<file path="config.mk">
export PLATFORM = sky130hd
export DESIGN_NAME = multicycle_sequencer
export DESIGN_NICKNAME = d
export VERILOG_FILES = /design/src/rtl/rv_ctrl_pkg.sv /design/src/rtl/alu_decoder.sv /design/src/rtl/multicycle_sequencer.sv
export SDC_FILE = /design/constraint.sdc
export NUM_CORES = 1
export LEC_CHECK = 0
export CAP_MARGIN = 20
export CELL_PAD_IN_SITES_DETAIL_PLACEMENT = 2
export CELL_PAD_IN_SITES_GLOBAL_PLACEMENT = 2
export CORE_MARGIN = 8
export CORE_UTILIZATION = 30
export DETAILED_ROUTE_END_ITERATION = 10
export HOLD_SLACK_MARGIN = 0.1
export PLACE_DENSITY = 0.92
export RECOVER_POWER = 50
export SLEW_MARGIN = 10
export SYNTH_ARGS = -nofsm -noshare
export SYNTH_HDL_FRONTEND = slang
export SYNTH_SLANG_ARGS = --single-unit
</file>
<file path="constraint.sdc">
create_clock -name clk -period 2.7 [get_ports clk]
set_input_delay 0.54 -clock clk [delete_from_list [all_inputs] [get_ports clk]]
set_output_delay 0.54 -clock clk [all_outputs]
set_load 0.1 [all_outputs]
</file>
<file path="src/rtl/rv_ctrl_pkg.sv">
// Shared control encodings for the multicycle RV32I sequencer: FSM states,
// opcode constants and the select/operation codes it drives onto the datapath.
package rv_ctrl_pkg;

    typedef enum logic [2:0] {
        ST_FETCH      = 3'd0,
        ST_FETCH_WAIT = 3'd1,
        ST_DECODE     = 3'd2,
        ST_EXECUTE    = 3'd3,
        ST_MEM_WAIT   = 3'd4,
        ST_WRITEBACK  = 3'd5,
        ST_TRAP       = 3'd6
    } state_t;

    localparam logic [6:0] OPC_OP     = 7'b0110011;
    localparam logic [6:0] OPC_OP_IMM = 7'b0010011;
    localparam logic [6:0] OPC_LOAD   = 7'b0000011;
    localparam logic [6:0] OPC_STORE  = 7'b0100011;
    localparam logic [6:0] OPC_BRANCH = 7'b1100011;
    localparam logic [6:0] OPC_JAL    = 7'b1101111;
    localparam logic [6:0] OPC_JALR   = 7'b1100111;
    localparam logic [6:0] OPC_LUI    = 7'b0110111;
    localparam logic [6:0] OPC_AUIPC  = 7'b0010111;

    localparam logic [6:0] F7_BASE = 7'b0000000;
    localparam logic [6:0] F7_ALT  = 7'b0100000;

    localparam logic [3:0] ALU_ADD  = 4'b0000;
    localparam logic [3:0] ALU_SUB  = 4'b0001;
    localparam logic [3:0] ALU_AND  = 4'b0010;
    localparam logic [3:0] ALU_OR   = 4'b0011;
    localparam logic [3:0] ALU_XOR  = 4'b0100;
    localparam logic [3:0] ALU_SLT  = 4'b0101;
    localparam logic [3:0] ALU_SLTU = 4'b0110;
    localparam logic [3:0] ALU_SLL  = 4'b0111;
    localparam logic [3:0] ALU_SRL  = 4'b1000;
    localparam logic [3:0] ALU_SRA  = 4'b1001;

    localparam logic [1:0] PC_HOLD  = 2'b00;
    localparam logic [1:0] PC_PLUS4 = 2'b01;
    localparam logic [1:0] PC_REL   = 2'b10;
    localparam logic [1:0] PC_JALR  = 2'b11;

    localparam logic [1:0] WB_ALU  = 2'b00;
    localparam logic [1:0] WB_LOAD = 2'b01;
    localparam logic [1:0] WB_PC4  = 2'b10;
    localparam logic [1:0] WB_IMM  = 2'b11;

    localparam logic [1:0] CAUSE_NONE    = 2'b00;
    localparam logic [1:0] CAUSE_ILLEGAL = 2'b01;
    localparam logic [1:0] CAUSE_BUS     = 2'b10;

    function automatic logic is_mem_opcode(input logic [6:0] opc);
        return (opc == OPC_LOAD) || (opc == OPC_STORE);
    endfunction

endpackage

</file>
<file path="src/rtl/alu_decoder.sv">
// Combinational ALU-operation decode from the IR fields; flags any opcode or
// funct7 combination outside RV32I as illegal.
module alu_decoder
    import rv_ctrl_pkg::*;
#(
    parameter int XLEN = 32
) (
    input  logic [6:0] opcode,
    input  logic [2:0] funct3,
    input  logic [6:0] funct7,
    output logic [3:0] alu_op,
    output logic       illegal
);

    // Immediate shifts carry the shift amount in the low funct7 bits on RV64,
    // so only the bits above the shamt field take part in the legality check.
    localparam logic [6:0] SHIFT_F7_MASK = (XLEN == 64) ? 7'b1111110 : 7'b1111111;

    logic [6:0] shift_f7;
    assign shift_f7 = funct7 & SHIFT_F7_MASK;

    always_comb begin
        alu_op  = ALU_ADD;
        illegal = 1'b0;
        case (opcode)
            OPC_OP: begin
                if (funct7 == F7_BASE) begin
                    case (funct3)
                        3'b000:  alu_op = ALU_ADD;
                        3'b001:  alu_op = ALU_SLL;
                        3'b010:  alu_op = ALU_SLT;
                        3'b011:  alu_op = ALU_SLTU;
                        3'b100:  alu_op = ALU_XOR;
                        3'b101:  alu_op = ALU_SRL;
                        3'b110:  alu_op = ALU_OR;
                        default: alu_op = ALU_AND;
                    endcase
                end else if (funct7 == F7_ALT && funct3 == 3'b000) begin
                    alu_op = ALU_SUB;
                end else if (funct7 == F7_ALT && funct3 == 3'b101) begin
                    alu_op = ALU_SRA;
                end else begin
                    illegal = 1'b1;
                end
            end
            OPC_OP_IMM: begin
                case (funct3)
                    3'b000: alu_op = ALU_ADD;
                    3'b001: begin
                        alu_op  = ALU_SLL;
                        illegal = (shift_f7 != F7_BASE);
                    end
                    3'b010: alu_op = ALU_SLT;
                    3'b011: alu_op = ALU_SLTU;
                    3'b100: alu_op = ALU_XOR;
                    3'b101: begin
                        if (shift_f7 == F7_BASE) begin
                            alu_op = ALU_SRL;
                        end else if (shift_f7 == F7_ALT) begin
                            alu_op = ALU_SRA;
                        end else begin
                            illegal = 1'b1;
                        end
                    end
                    3'b110:  alu_op = ALU_OR;
                    default: alu_op = ALU_AND;
                endcase
            end
            OPC_BRANCH: alu_op = ALU_SUB;
            OPC_LOAD, OPC_STORE, OPC_JAL, OPC_JALR, OPC_LUI, OPC_AUIPC: alu_op = ALU_ADD;
            default: illegal = 1'b1;
        endcase
    end

endmodule

</file>
<file path="src/rtl/multicycle_sequencer.sv">
// Multicycle RV32I control sequencer: walks each instruction through
// fetch, decode, execute, optional memory wait and write-back, trapping on faults.
module multicycle_sequencer
    import rv_ctrl_pkg::*;
#(
    parameter int XLEN     = 32,
    parameter int CNT_W    = 32,
    parameter int MAX_WAIT = 15
) (
    input  logic             clk,
    input  logic             reset,
    input  logic [6:0]       opcode,
    input  logic [2:0]       funct3,
    input  logic [6:0]       funct7,
    input  logic             branch_taken,
    input  logic             mem_ready,
    output logic             mem_req,
    output logic             mem_we,
    output logic             mem_addr_sel,
    output logic             ir_load,
    output logic [1:0]       pc_sel,
    output logic [3:0]       alu_op,
    output logic             alu_src_imm,
    output logic [1:0]       wb_sel,
    output logic             rf_we,
    output logic             trap,
    output logic [1:0]       trap_cause,
    output logic [CNT_W-1:0] instret
);

    localparam int WAIT_W = (MAX_WAIT < 1) ? 1 : $clog2(MAX_WAIT + 1);
    localparam logic [WAIT_W-1:0] WAIT_LAST = WAIT_W'(MAX_WAIT);

    state_t             state_q, state_d;
    logic [WAIT_W-1:0]  wait_q, wait_d;
    logic [CNT_W-1:0]   instret_q, instret_d;
    logic               trap_q, trap_d;
    logic [1:0]         cause_q, cause_d;
    logic               mem_op_q, mem_op_d;
    logic               store_q, store_d;
    logic               taken_q, taken_d;

    logic [3:0] dec_alu_op;
    logic       dec_illegal;

    alu_decoder #(
        .XLEN(XLEN)
    ) u_alu_decoder (
        .opcode (opcode),
        .funct3 (funct3),
        .funct7 (funct7),
        .alu_op (dec_alu_op),
        .illegal(dec_illegal)
    );

    logic is_load, is_store, is_branch, is_jal, is_jalr, is_lui, is_op;
    assign is_load   = (opcode == OPC_LOAD);
    assign is_store  = (opcode == OPC_STORE);
    assign is_branch = (opcode == OPC_BRANCH);
    assign is_jal    = (opcode == OPC_JAL);
    assign is_jalr   = (opcode == OPC_JALR);
    assign is_lui    = (opcode == OPC_LUI);
    assign is_op     = (opcode == OPC_OP);

    logic       src_imm;
    logic [1:0] wb_code;
    logic [1:0] pc_code;

    assign src_imm = !(is_op || is_branch);

    always_comb begin
        wb_code = WB_ALU;
        if (is_load) begin
            wb_code = WB_LOAD;
        end else if (is_jal || is_jalr) begin
            wb_code = WB_PC4;
        end else if (is_lui) begin
            wb_code = WB_IMM;
        end
    end

    // Branch outcome comes from taken_q, captured in EXECUTE where the comparator is valid.
    always_comb begin
        pc_code = PC_PLUS4;
        if (is_jal) begin
            pc_code = PC_REL;
        end else if (is_jalr) begin
            pc_code = PC_JALR;
        end else if (is_branch && taken_q) begin
            pc_code = PC_REL;
        end
    end

    always_comb begin
        state_d   = state_q;
        wait_d    = wait_q;
        instret_d = instret_q;
        trap_d    = trap_q;
        cause_d   = cause_q;
        mem_op_d  = mem_op_q;
        store_d   = store_q;
        taken_d   = taken_q;
        case (state_q)
            ST_FETCH: begin
                state_d = ST_FETCH_WAIT;
                wait_d  = '0;
            end
            ST_FETCH_WAIT: begin
                if (mem_ready) begin
                    state_d = ST_DECODE;
                end else if (wait_q == WAIT_LAST) begin
                    state_d = ST_TRAP;
                    trap_d  = 1'b1;
                    cause_d = CAUSE_BUS;
                end else begin
                    wait_d = wait_q + WAIT_W'(1);
                end
            end
            ST_DECODE: begin
                if (dec_illegal) begin
                    state_d = ST_TRAP;
                    trap_d  = 1'b1;
                    cause_d = CAUSE_ILLEGAL;
                end else begin
                    state_d  = ST_EXECUTE;
                    mem_op_d = is_mem_opcode(opcode);
                    store_d  = is_store;
                end
            end
            ST_EXECUTE: begin
                taken_d = branch_taken;
                if (mem_op_q) begin
                    state_d = ST_MEM_WAIT;
                    wait_d  = '0;
                end else begin
                    state_d = ST_WRITEBACK;
                end
            end
            ST_MEM_WAIT: begin
                if (mem_ready) begin
                    state_d = ST_WRITEBACK;
                end else if (wait_q == WAIT_LAST) begin
                    state_d = ST_TRAP;
                    trap_d  = 1'b1;
                    cause_d = CAUSE_BUS;
                end else begin
                    wait_d = wait_q + WAIT_W'(1);
                end
            end
            ST_WRITEBACK: begin
                state_d   = ST_FETCH;
                instret_d = instret_q + CNT_W'(1);
            end
            ST_TRAP: state_d = ST_TRAP;
            default: state_d = ST_FETCH;
        endcase
    end

    always_ff @(posedge clk) begin
        if (reset) begin
            state_q   <= ST_FETCH;
            wait_q    <= '0;
            instret_q <= '0;
            trap_q    <= 1'b0;
            cause_q   <= CAUSE_NONE;
            mem_op_q  <= 1'b0;
            store_q   <= 1'b0;
            taken_q   <= 1'b0;
        end else begin
            state_q   <= state_d;
            wait_q    <= wait_d;
            instret_q <= instret_d;
            trap_q    <= trap_d;
            cause_q   <= cause_d;
            mem_op_q  <= mem_op_d;
            store_q   <= store_d;
            taken_q   <= taken_d;
        end
    end

    // ir_load follows mem_ready directly: read data is only guaranteed in that cycle.
    always_comb begin
        mem_req      = 1'b0;
        mem_we       = 1'b0;
        mem_addr_sel = 1'b0;
        ir_load      = 1'b0;
        pc_sel       = PC_HOLD;
        alu_op       = ALU_ADD;
        alu_src_imm  = 1'b0;
        wb_sel       = WB_ALU;
        rf_we        = 1'b0;
        case (state_q)
            ST_FETCH: begin
                mem_req = 1'b1;
            end
            ST_FETCH_WAIT: begin
                mem_req = 1'b1;
                ir_load = mem_ready;
            end
            ST_EXECUTE, ST_MEM_WAIT: begin
                mem_req      = mem_op_q;
                mem_we       = store_q;
                mem_addr_sel = is_load || is_store;
                alu_op       = dec_alu_op;
                alu_src_imm  = src_imm;
            end
            ST_WRITEBACK: begin
                alu_op      = dec_alu_op;
                alu_src_imm = src_imm;
                wb_sel      = wb_code;
                rf_we       = !(is_store || is_branch);
                pc_sel      = pc_code;
            end
            default: ;
        endcase
        // Reset is synchronous, so the registers only clear at the next edge;
        // blank the outputs immediately so an aborted request never commits.
        if (reset) begin
            mem_req      = 1'b0;
            mem_we       = 1'b0;
            mem_addr_sel = 1'b0;
            ir_load      = 1'b0;
            pc_sel       = PC_HOLD;
            alu_op       = ALU_ADD;
            alu_src_imm  = 1'b0;
            wb_sel       = WB_ALU;
            rf_we        = 1'b0;
        end
    end

    assign trap       = trap_q && !reset;
    assign trap_cause = reset ? CAUSE_NONE : cause_q;
    assign instret    = reset ? '0 : instret_q;

endmodule

</file>
### Word-level counts from Yosys, hierarchy flattened

Cells that the tools add are included.

* $mul: 0
* $add $sub $neg: 2
* $lt $le $gt $ge: 0
* reductions and logical operators: 25
* eq/ne operators: 28
* shifts and indexed selects: 0
* divide/modulo/power cells: 0
* multiplexer cells: 59
* bitwise gates (word level): 1

Operator list (count)
* $pmux W4 S7: 2
* $mux W4: 10
* $add A32 B1 Y32 const B: 1
* $mux W32: 1
* $eq A7 B6 Y1 const B: 4
* $mux W2: 14
* $pmux W4 S3: 2
* $eq A7 B7 Y1 const B: 3
* $mux W1: 20
* $eq A3 B3 Y1 const B: 6
* $pmux W3 S6: 1
* $eq A7 B5 Y1 const B: 2
* $eq A3 B2 Y1 const B: 4
* $mux W3: 4
* $ne A2 B2 Y1 const B: 4
* $reduce_and A4 Y1: 2
* $eq A7 B2 Y1 const B: 1
* $logic_not A7 Y1: 1
* $reduce_bool A7 Y1: 1
* $reduce_or A7 Y1: 1
* $eq A3 B1 Y1 const B: 2
* $logic_not A3 Y1: 2
* $pmux W1 S2: 3
* $reduce_or A2 Y1: 3
* 13 further kinds: 21

* flip-flop bits (word level): 45
* RAM bits: 0
* input bits: 21
* memories kept: 0
* latch bits: 0
* memory bits (read-only): 0
* output and inout bits: 49
* logic and storage cells: 123

### Longest topological paths before layout

* depth in word-level cells: 8
* depth in mapped cells: 7
* depth with buffers taken out: 6

### By module

From an unflattened synthesis, not the netlist that was laid out.

* cells, all modules: 385
* area, all modules: 3012.9 um2

By module, submodules not included
* multicycle_sequencer: area each 2736.4 um2, seq. area each 900.9 um2, instances 1, cells an instance 342
* alu_decoder: area each 276.5 um2, seq. area each 0.0 um2, instances 1, cells an instance 43

### Worst setup path after synthesis

OpenSTA, ideal clock, no wires.

* path kind: input-to-output
* start point: input port funct7[1]
* end point: output port alu_op[3]
* arrival time: 4.094 ns
* setup slack: -1.934 ns
* stages: 4
* buffers on the path: 0
* required time: 2.160 ns
* path through: nor4_1 and2_1 nand2_1 nor4_1

* cells in the longest elaborated chain, start to end: 8
* elaborated cells between the ends (all ways): 13
* classes of those cells: eq/ne: 1; mux: 9; reduce/logical: 3

RTL lines
* start: declaration: RTL line multicycle_sequencer.sv:14 `input logic [6:0] funct7,`
* branches (longest 5 deep; another with $eq A7 B6 Y1)
* $pmux W4 S3 *: RTL line alu_decoder.sv:25 `case (opcode)`
* $mux W4 *: RTL line multicycle_sequencer.sv:192 `case (state_q)`
* $mux W4 *: RTL line multicycle_sequencer.sv:218 `if (reset) begin`
* end: declaration: RTL line multicycle_sequencer.sv:22 `output logic [3:0] alu_op,`

Mark *: on every way between the ends.

### Worst setup path after layout

* start point: input port funct3[1]
* end point: output port alu_op[0]

* cells in the longest elaborated chain, start to end: 8
* elaborated cells between the ends (all ways): 17
* classes of those cells: eq/ne: 6; mux: 8; reduce/logical: 3

RTL lines
* start: declaration: RTL line multicycle_sequencer.sv:13 `input logic [2:0] funct3,`
* $eq A3 B3 Y1: RTL line alu_decoder.sv:28, alu_decoder.sv:40, alu_decoder.sv:47
* $logic_and A1 B1 Y1: RTL line alu_decoder.sv:40 `end else if (funct7 == F7_ALT && funct3 == 3'b101) begin`
* $mux W4: RTL line alu_decoder.sv:40
* $mux W4: RTL line alu_decoder.sv:38 `end else if (funct7 == F7_ALT && funct3 == 3'b000) begin`
* $mux W4: RTL line alu_decoder.sv:27 `if (funct7 == F7_BASE) begin`
* $pmux W4 S3 *: RTL line alu_decoder.sv:25
* $mux W4 *: RTL line multicycle_sequencer.sv:192
* $mux W4 *: RTL line multicycle_sequencer.sv:218

Every way passes the cells marked *; elsewhere a longest branch is shown, timed or not.

==> results summary <==
The number of levels the H-tree was split into came out at 2. Measured in cells, the most critical reg-to-reg path has a length of 6. The number of distinct library cells after synthesis is 51. The number of top-level pins came out at 70.

For this run, design rule violations remaining after detail routing come to 0. The startpoint identified for the worst register-to-register timing path is state_q[2]. The total number of placement rows came out at 35. The highest achievable clock rate came out at 371 MHz. The peak supply drop is 0.166 mV. The fraction of layout instances using a drive strength above 1 is 31.0%. The clock period minus final worst setup slack came out at around 2.7 ns.

Counting flops and latches in the post-synthesis netlist gives between 40 and 50. The number of sinks driven by the clock tree came out at 45. The worst hold path belongs to the class reg2reg. The worst pin sits at a relative slew slack of 17.9%. The die is 113 um wide.

The leftover overflow at the end of global routing came out at 0. The TritonCTS clock tree is built. The final net count came out at around 470.

Ranked by total cell area, the synthesized netlist is headed by dfxtp_1 32%, nor2b_1 8.7%, nor2_1 7.6%, xor2_1 6.9%, a21oi_1 3.9%. The number of clock buffers inserted by TritonCTS is 5. The initial antenna violation count came to 0. The signal arrival time at the worst endpoint is between 2 and 2.5 ns. The number of nets with antenna violations after detailed routing came out at 0.

The number of global-route vias before repair came out at 3483. The most critical setup path has its startpoint at funct3[1]. The total track usage came out at 18.5%. Detailed placement ended at an HPWL of 9120 um. In this run, synthesis inferred 0 flip-flops with an integrated enable. The dominant synthesized flop cell is dfxtp_1.

The placed instance area is 4430 um2. The first global-routing pass estimated 19300 um of wire. The count of input and output buffers is 69. STA classifies the critical path startpoint as a primary input. The clock-pin transition on the worst setup and hold timing paths is roughly 0.080 ns.

For this run, global-route usage on met1 was measured as 20.0%. The worst hold slack across all endpoints came out at 0.482 ns. The transition time at the pin with the least slew margin came out at ~1.2 ns. The post-route worst setup slack came out at ~0.007 ns.

The reg-to-reg endpoint is instret_q[25]. The cell leakage power came out at between 1.5 and 2 nW. The final-report max-slew violation count came out at 0. The critical path ends at alu_op[0].

After synthesis, the share of flip-flops with an asynchronous set or reset is 0%. The final number of setup-violating endpoints is 0. The count of mapped cells out of synthesis came out at between 300 and 400. The overall die area came out at around 13000 um2. The total power after layout is 1.60 mW. The layer flagged by global routing as most heavily used is met2. In the synthesized netlist, the cells that appear most often are 57 x nor2_1, 45 x dfxtp_1, 39 x nor2b_1.

The congestion estimate from routability-driven global placement came to 0.787. The share of the Yosys chip area taken by registers is between 30% and 40%. Measured on the finished design, the core utilization comes to between 40% and 50%.

Summing every instance area after synthesis gives 2810 um2. The number of DRC markers in iteration 0 is 77. Wires add up to 11900 um. The cell taking the most area after synthesis is dfxtp_1. The number of vias per cell after detailed routing came out at between 5 and 6. The initial core utilization is 30.7%. The height of the die is between 100 and 150 um. Buffers inserted to repair hold after CTS numbered 0.

In this run the clock root is driven by a clkbuf_8. The insertion delay to the later sink of the worst-skew pair came out at 0.31 ns. Dividing the detail-routed wire length by the instance count gives 21.2 um. The synthesized area per cell is 7.72 um2. The data required time at the worst endpoint is 2.16 ns. Among all cell types in the netlist, the one instantiated most often is nor2_1. The worst setup skew after layout came out at ~0.016 ns. The pre-antenna-repair detailed-routing pass consisted of 4 iterations. The setup check on the worst reg-to-reg path leaves a slack of between 0.15 and 0.2 ns. The post-route cell area came out at 4450 um2. The growth of design area from synthesis to finish is 58.4%.

The top cell type's share of synthesized area came out at 32.1%. Timing analysis after detailed placement gives a worst setup slack of -0.266 ns. The count of final hold-check violations came to 0. The flow ran to the end, and the final reports show no timing, DRC or antenna violations. The met3 layer usage reported by global route is 3.25%. The total number of yosys warnings came out at 0. The peak fanout along the critical path came out at 5.

The setup path with the least slack is of type in2out. The element type at the critical path end is an output port. The global routing usage on met2 came out at 36.6%.

The number of antenna diodes in the final layout is 0. The number of nets produced by synthesis is between 300 and 400. The floorplan core area came out at 9150 um2. The total number of vias came out at 3059. The power per cell area came out at 359 nW/um2. The buffer depth of the longest clock path came out at 2.

The number of maximum-capacitance violations came out at 0. The fraction of the cycle the final worst path needs is 99.7%. The pin count of the biggest net entering global routing came out at 73.
## timing repair
item | 4_1_cts | 5_1_grt
endpoints found under the setup margin | 9 | 6
pin swaps | 7 | 8
resized for setup | 29 | 10
setup buffers | 2 | 3
## cells by family (layout without fill, tap and decap cells)
kind of cell    Yosys count  in the layout  synth area share (%)
compound gates           57             57                  12.5
fa+ha+maj                 2              2                 0.891
flops                    45             45                  32.1
buf+inv                  25            113                  4.01
mux                       7              7                  2.67
simple gates            202            202                  39.8
xor+xnor                 26             26                  8.11
## registers in the layout, indices dropped and copies added, names as in the netlist
name and cells:
state_q 3, instret_q 32, store_q 1, wait_q 4
trap_q 1, mem_op_q 1, taken_q 1, cause_q 2
## layout by cell type (no fill, tap or decap), types with 5 or more instances in the layout
cell / instances
nor2_1: 53
dfxtp_1: 43
buf_12: 35
buf_4: 29
nor2b_1: 25
xor2_1: 22
nand2_1: 20
a21oi_1: 19
nand3_1: 18
nand4_1: 12
nor2b_2: 12
o21ai_0: 12
clkbuf_4: 11
dlygate4sd2_1: 7
nand2b_1: 6
inv_1: 6
or3_1: 6
clkdlybuf4s50_1: 6
nor3_4: 5
clkbuf_8: 5
clkbuf_1: 5
## stage by stage
stage / TNS (ns) / std cells
final: 0 / 563
after global routing: -0.0728 / 563
after detailed placement: -1.50 / 550
after global placement: -0.112 / 550
after floorplan: -2.86 / 364
after CTS: -0.00170 / 560
## how the worst min path moves through the flow
stage	slack [ns]	startpoint	depth (start not counted)	end
2_1_floorplan	0.43	trap_q	2	trap_q
3_5_place_dp	0.47	trap_q	2	trap_q
4_1_cts	0.49	trap_q	2	trap_q
3_3_place_gp	0.44	trap_q	2	trap_q
5_1_grt	0.50	reset	2	state_q[2]
6_report	0.48	store_q	2	store_q
## cell type report
type / count / area (um2)
repair buffers: 99 / 1210
fillers: 968 / 4700
multi-input cells: 294 / 2060
clock inverters: 2 / 38.8
flip-flops and latches: 45 / 903
inverters: 6 / 22.5
well taps: 111 / 139
clock buffers: 6 / 72.6
## routing by layer
layer	part of all wire, %	wire (um)	vias up
met5	0	0	-
met4	1.4	165	0
met3	3.8	457	17
met2	55	6500	75
met1	40	4780	1528
li1	-	-	1439
## where the power goes
group	internal (mW)	switching, mW
Clock	0.278	0.253
Sequential	0.679	0.0174
Combinational	0.140	0.228
## worst max-delay path, cell delays in order
cell and delay [ns]:
clkdlybuf4s50_1 0.54, nand2b_1 0.18, nor2_1 0.06, o311a_1 0.31, a31oi_2 0.26, a21oi_4 0.09, buf_12 0.17
No activity file was read; power rests on OpenSTA's default activity.
